## src/rtl/alu_arb_pkg.sv

```systemverilog
// alu_arb_pkg
//   Shared definitions for the ALU arbiter slice:
//   - ALU op-code constants as seen on pN_op / alu_sel
//   - per-port state encoding (IDLE / WAIT / HOLD)
//   - default operand width
//   - next-state helper for a port slot
package alu_arb_pkg;

  localparam int WIDTH_DEF = 32;

  // ALU select codes. 011, 100 and 101 are not named here; they are
  // forwarded unchanged and the ALU treats them as ADD.
  localparam logic [2:0] OP_AND  = 3'b000;
  localparam logic [2:0] OP_OR   = 3'b001;
  localparam logic [2:0] OP_ADD  = 3'b010;
  localparam logic [2:0] OP_AND2 = 3'b110;
  localparam logic [2:0] OP_SLL  = 3'b111;

  // Per-port transaction state
  localparam logic [1:0] ST_IDLE = 2'b00;
  localparam logic [1:0] ST_WAIT = 2'b01;
  localparam logic [1:0] ST_HOLD = 2'b10;

  // Next state of one port slot.
  // WAIT always lasts exactly one cycle: that is the cycle in which the
  // registered ALU output belongs to this port.
  // A HOLD -> IDLE handshake never grants in the same cycle because the
  // grant logic only looks at IDLE ports.
  // The unused encoding 11 falls back to IDLE.
  function automatic logic [1:0] slot_next(input logic [1:0] state,
                                           input logic       grant,
                                           input logic       rsp_ready);
    logic [1:0] nxt;
    nxt = ST_IDLE;
    case (state)
      ST_IDLE: nxt = grant ? ST_WAIT : ST_IDLE;
      ST_WAIT: nxt = ST_HOLD;
      ST_HOLD: nxt = rsp_ready ? ST_IDLE : ST_HOLD;
      default: nxt = ST_IDLE;
    endcase
    return nxt;
  endfunction

endpackage

```

## src/rtl/alu_port_slot.sv

```systemverilog
// alu_port_slot
//   One requester's transaction tracker: a 2-bit state machine plus the
//   register that holds the ALU result until the requester consumes it.
//
//   Ports:
//     clk        system clock, rising edge
//     rst        asynchronous active-high reset
//     grant      this port was granted the ALU this cycle
//     alu_out    registered ALU result (meaningful only while in WAIT)
//     rsp_ready  requester consumes the held result
//     idle       slot is IDLE (eligible for arbitration)
//     rsp_valid  result held (HOLD)
//     rsp_data   held result
module alu_port_slot
  import alu_arb_pkg::*;
#(
  parameter int WIDTH = WIDTH_DEF
) (
  input  logic             clk,
  input  logic             rst,
  input  logic             grant,
  input  logic [WIDTH-1:0] alu_out,
  input  logic             rsp_ready,
  output logic             idle,
  output logic             rsp_valid,
  output logic [WIDTH-1:0] rsp_data
);

  logic [1:0]       state;
  logic [WIDTH-1:0] hold;

  // A reset while in WAIT or HOLD simply drops the transaction; the
  // requester never sees a response for it.
  always_ff @(posedge clk or posedge rst) begin
    if (rst) begin
      state <= ST_IDLE;
      hold  <= '0;
    end else begin
      state <= slot_next(state, grant, rsp_ready);
      // The ALU result issued last cycle is on alu_out exactly now.
      if (state == ST_WAIT) begin
        hold <= alu_out;
      end
    end
  end

  assign idle      = (state == ST_IDLE);
  assign rsp_valid = (state == ST_HOLD);
  assign rsp_data  = hold;

endmodule

```

## src/rtl/alu_arbiter.sv

```systemverilog
// alu_arbiter
//   Shares one registered ALU between two requesters (port 0: core
//   datapath, port 1: UART debug path). Round-robin arbitration, one ALU
//   issue per cycle, per-port request handshake and held response.
//
//   Ports:
//     clk, rst                  clock / asynchronous active-high reset
//     pN_req_valid/pN_req_ready request handshake (ready = grant)
//     pN_op, pN_a, pN_b, pN_shamt request fields (sampled in accept cycle)
//     pN_rsp_valid/pN_rsp_ready response handshake
//     pN_rsp_data               held result
//     alu_a, alu_b, alu_sel, alu_shamt  operands to the external ALU
//     alu_out                   registered ALU result (valid cycle after issue)
//     busy                      any port not IDLE
module alu_arbiter
  import alu_arb_pkg::*;
#(
  parameter int WIDTH = WIDTH_DEF
) (
  input  logic             clk,
  input  logic             rst,

  input  logic             p0_req_valid,
  output logic             p0_req_ready,
  input  logic [2:0]       p0_op,
  input  logic [WIDTH-1:0] p0_a,
  input  logic [WIDTH-1:0] p0_b,
  input  logic [4:0]       p0_shamt,
  output logic             p0_rsp_valid,
  input  logic             p0_rsp_ready,
  output logic [WIDTH-1:0] p0_rsp_data,

  input  logic             p1_req_valid,
  output logic             p1_req_ready,
  input  logic [2:0]       p1_op,
  input  logic [WIDTH-1:0] p1_a,
  input  logic [WIDTH-1:0] p1_b,
  input  logic [4:0]       p1_shamt,
  output logic             p1_rsp_valid,
  input  logic             p1_rsp_ready,
  output logic [WIDTH-1:0] p1_rsp_data,

  output logic [WIDTH-1:0] alu_a,
  output logic [WIDTH-1:0] alu_b,
  output logic [2:0]       alu_sel,
  output logic [4:0]       alu_shamt,
  input  logic [WIDTH-1:0] alu_out,

  output logic             busy
);

  logic idle0, idle1;
  logic elig0, elig1;
  logic grant0, grant1;
  logic last_grant;

  // Arbitration: a tie goes to the port that did not win last time.
  // Depends only on req_valid, slot state and last_grant, never on the
  // request fields.
  assign elig0  = idle0 & p0_req_valid;
  assign elig1  = idle1 & p1_req_valid;
  assign grant0 = elig0 & (~elig1 | last_grant);
  assign grant1 = elig1 & (~elig0 | ~last_grant);

  assign p0_req_ready = grant0;
  assign p1_req_ready = grant1;

  // Resetting to 1 makes port 0 win the first tie.
  always_ff @(posedge clk or posedge rst) begin
    if (rst) begin
      last_grant <= 1'b1;
    end else if (grant0) begin
      last_grant <= 1'b0;
    end else if (grant1) begin
      last_grant <= 1'b1;
    end
  end

  // Issue stage: granted request goes straight to the ALU input; the ALU
  // registers it at the end of this cycle. Idle cycles issue AND 0,0,
  // whose result no slot captures.
  always_comb begin
    alu_a     = '0;
    alu_b     = '0;
    alu_sel   = 3'b000;
    alu_shamt = 5'd0;
    if (grant0) begin
      alu_a     = p0_a;
      alu_b     = p0_b;
      alu_sel   = p0_op;
      alu_shamt = p0_shamt;
    end else if (grant1) begin
      alu_a     = p1_a;
      alu_b     = p1_b;
      alu_sel   = p1_op;
      alu_shamt = p1_shamt;
    end
  end

  // Capture stage: only the slot in WAIT takes alu_out. At most one slot
  // is in WAIT in any cycle since at most one grants per cycle.
  alu_port_slot #(.WIDTH(WIDTH)) u_slot0 (
    .clk       (clk),
    .rst       (rst),
    .grant     (grant0),
    .alu_out   (alu_out),
    .rsp_ready (p0_rsp_ready),
    .idle      (idle0),
    .rsp_valid (p0_rsp_valid),
    .rsp_data  (p0_rsp_data)
  );

  alu_port_slot #(.WIDTH(WIDTH)) u_slot1 (
    .clk       (clk),
    .rst       (rst),
    .grant     (grant1),
    .alu_out   (alu_out),
    .rsp_ready (p1_rsp_ready),
    .idle      (idle1),
    .rsp_valid (p1_rsp_valid),
    .rsp_data  (p1_rsp_data)
  );

  assign busy = ~idle0 | ~idle1;

endmodule

```

## config.mk

```make
export PLATFORM = sky130hd
export DESIGN_NAME = alu_arbiter
export DESIGN_NICKNAME = d
export VERILOG_FILES = /design/src/rtl/alu_arb_pkg.sv /design/src/rtl/alu_port_slot.sv /design/src/rtl/alu_arbiter.sv
export SDC_FILE = /design/constraint.sdc
export NUM_CORES = 1
export LEC_CHECK = 0
export ABC_AREA = 1
export CAP_MARGIN = 10
export CORE_AREA = 2 2 125 127
export DETAILED_ROUTE_END_ITERATION = 10
export DIE_AREA = 0 0 127 129
export HOLD_SLACK_MARGIN = 0.15
export PLACE_DENSITY = 0.67
export RECOVER_POWER = 25
export SYNTH_ARGS = -nofsm -noshare
export SYNTH_HDL_FRONTEND = slang
export SYNTH_SLANG_ARGS = --single-unit
```

## constraint.sdc

```tcl
create_clock -name clk -period 3.3 [get_ports clk]
set_input_delay 0.66 -clock clk [delete_from_list [all_inputs] [get_ports clk]]
set_output_delay 0.66 -clock clk [all_outputs]
set_load 0.01 [all_outputs]
```

==> results.json <==
{
  "syn_inst": 520,
  "port_buffers": 322,
  "path_class": "in2out",
  "met3_length_mm": 1.32,
  "pin_count": 323,
  "cts-resized-gates": 0,
  "post_cts_buffers": 0,
  "cts.sinks": 69,
  "wirelength_mm": 16.2,
  "syn_to_final_growth_pct": 91.0,
  "cp.arrival_ps": 2390,
  "drtPass1Iterations": 5,
  "grtUsageTotal_pct": 18.6,
  "rsz0062_at_grt": "false",
  "rrSetupSlack_ps": 1670,
  "place_ws_ps": 238,
  "ant_nets": 0,
  "drt_first_iter_violations": 206,
  "worst_setup_path_start_kind": "input port",
  "synth_ff_type": "dfrtp_1",
  "switching_share_pct": 38.0,
  "switching_power_w": 0.00235,
  "p_leak_nw": 3.46,
  "nets": 1004,
  "yosys-top-cells-area": "dfrtp_1, nand3_1, nand2_1",
  "synth.ff_latch_count": 69,
  "routabilityCongestion": 0.800,
  "die_area_sq_um": 16400,
  "cts_buffer_depth": 2,
  "max_freq_mhz": 327,
  "final_cell_area_sq_um": 7520,
  "status": "finished with violations",
  "seqPwrFrac_pct": 24.3,
  "grt_start_max_net_pins": 70,
  "post-synth-top-count-cell": "nand3_1",
  "crit_path_start": "p0_req_valid",
  "fin_util_pct": 50.2,
  "r2r_cells": 3,
  "yosysWarnings": 0,
  "avgSynthCellArea_sq_um": 7.57,
  "final.min_clock_period_ps": 3050,
  "ys_seq_area_share_pct": 43.9,
  "reg2reg_to": "u_slot0.rsp_data[13]$_DFFE_PP0N_",
  "maxCapViolCount": 1,
  "crit_required_ps": 2640,
  "hold_buffers": 0,
  "wl_met2_mm": 8.08,
  "initial_core_util_pct": 26.3,
  "tightest_slew_ps": 1660,
  "met1_length_mm": 6.52,
  "fp.coreArea_sq_um": 15000,
  "clock_power_share_pct": 16.7,
  "hold_class": "reg2reg",
  "synth_nets": 702,
  "vias_per_cell": 4.55,
  "worst_slew_margin_rel_pct": -10.6,
  "top_layer": "met5",
  "drc": 0,
  "synth_area_sq_um": 3940,
  "hold_viol": 0,
  "setup.worst_path.end": "alu_b[6]",
  "grt_pass1_wl_mm": 24.1,
  "comb_power_share_pct": 59.0,
  "finalSetupTns_ps": 0,
  "final_cells": 1016,
  "antenna_found_initial": 2,
  "grt_overflow_total": 0,
  "worstHoldStart": "u_slot0.rsp_data[20]$_DFFE_PP0N_",
  "dp_cells": 999,
  "p_int_w": 0.00384,
  "placed_area_sq_um": 7210,
  "asyncSetResetFlopFracSynth_pct": 100,
  "violations": "max-capacitance violations, max-slew violations",
  "rr_startpoint": "u_slot0.state[1]$_DFF_PP0_",
  "grt_pass1_vias": 4305,
  "drive_gt1_share_pct": 5.08,
  "synthTopCellsByCount": "nand3_1, nand2_1, dfrtp_1, o21ai_0, inv_1",
  "fin_skew_ps": 8.66,
  "num_vias": 4621,
  "synth.distinct_cells": 18,
  "synth_edf_count": 0,
  "yosys.area.top_type": "dfrtp_1",
  "num_rows": 45,
  "hpwl_mm": 12.3,
  "ir_drop_v": 0.000456,
  "wl_per_cell_um": 16.0,
  "numCtsBuffers": 9,
  "fin_ws_ps": 246,
  "cts_tree": "built",
  "setup_viol_count_final": 0,
  "die_height_um": 129,
  "drv_slew": 70,
  "synth.top_cell.area_share_pct": 43.2,
  "clk_root_buffer_cell": "clkbuf_16",
  "min_period_over_period_pct": 92.5,
  "power_density_nw_per_um2": 823,
  "crit_path_end_kind": "output pin",
  "htreeDepth": 3,
  "cp_max_fo": 54,
  "clk_pin_slew_worst_paths_ps": 60,
  "die_x_um": 127,
  "insertion_delay_ps": 330
}
area by class of cell:
class / instances / area, sq um
diodes: 1 / 2.50
clock buffers: 10 / 229
clock inverters: 6 / 93.8
fillers: 1418 / 7450
inverters: 46 / 173
multi-input cells: 362 / 1680
flip-flops and latches: 69 / 1730
well taps: 188 / 235
repair buffers: 334 / 3390
power groups by stage:
stage                     combinational (W)  clock, W  sequential (W)
final                               0.00365   0.00104         0.00150
after global routing                0.00398   0.00111         0.00156
after CTS                           0.00370   0.00106         0.00150
after detailed placement            0.00368         0         0.00150
after global placement              0.00367         0         0.00149
after floorplan                     0.00159         0         0.00166
logic make-up (layout without fill, tap and decap cells):
| kind of cell | Yosys count | count (layout) | share of synthesized area [%] |
|---|---|---|---|
| AO/OA/AOI/OAI | 67 | 67 | 8.51 |
| buffers and inverters | 89 | 396 | 13.8 |
| flip-flops | 69 | 69 | 43.9 |
| other | 0 | 1 | 0 |
| AND/OR/NAND/NOR | 295 | 295 | 33.8 |
cells in the final DEF (no fill, tap or decap), drive strengths merged:
cell and n:
bufinv 2, nand3 146, dfrtp 68, clkinvlp 1, inv 47, clkdlybuf4s50 321, nand2 143, buf 11
o21ai 67, dlygate4sd3 1, clkbuf 11, dfstp 1, diode 1, clkinv 2, nor2 6
worst min-delay path by stage:
stage | end | slack (ps) | cells after the start
6_report | u_slot0.rsp_data[20]$_DFFE_PP0N_ | 480 | 2
5_1_grt | u_slot0.rsp_data[3]$_DFFE_PP0N_ | 510 | 2
4_1_cts | u_slot0.rsp_data[18]$_DFFE_PP0N_ | 490 | 2
3_5_place_dp | u_slot0.rsp_data[17]$_DFFE_PP0N_ | 470 | 2
3_3_place_gp | u_slot0.rsp_data[13]$_DFFE_PP0N_ | 460 | 2
2_1_floorplan | u_slot1.rsp_data[0]$_DFFE_PP0P_ | 520 | 2
routing by layer:
metal | vias to the layer above | track usage [%]
met2 | 198 | 32.0
met3 | 24 | 5.03
li1 | 2307 | -
met5 | - | 0
met4 | 2 | 5.43
met1 | 2090 | 23.1
through the flow:
step	total power (W)	hold WS (ps)
floorplan	0.00325	516
finish	0.00619	482
CTS	0.00626	487
detailed placement	0.00518	472
global route	0.00665	515
global placement	0.00516	465
registers in the layout, summed over array words and instances, names as in the netlist:
register          count
u_slot0.rsp_data     32
u_slot1.rsp_data     32
u_slot0.state         2
u_slot1.state         2
last_grant            1
critical path, cell delays in order:
cell	delay, ps
clkdlybuf4s50_1	510
inv_2	60
nor2_4	140
buf_12	240
nand3_1	120
nand2_1	90
clkdlybuf4s50_1	530
No activity file was read; power rests on OpenSTA's default activity.
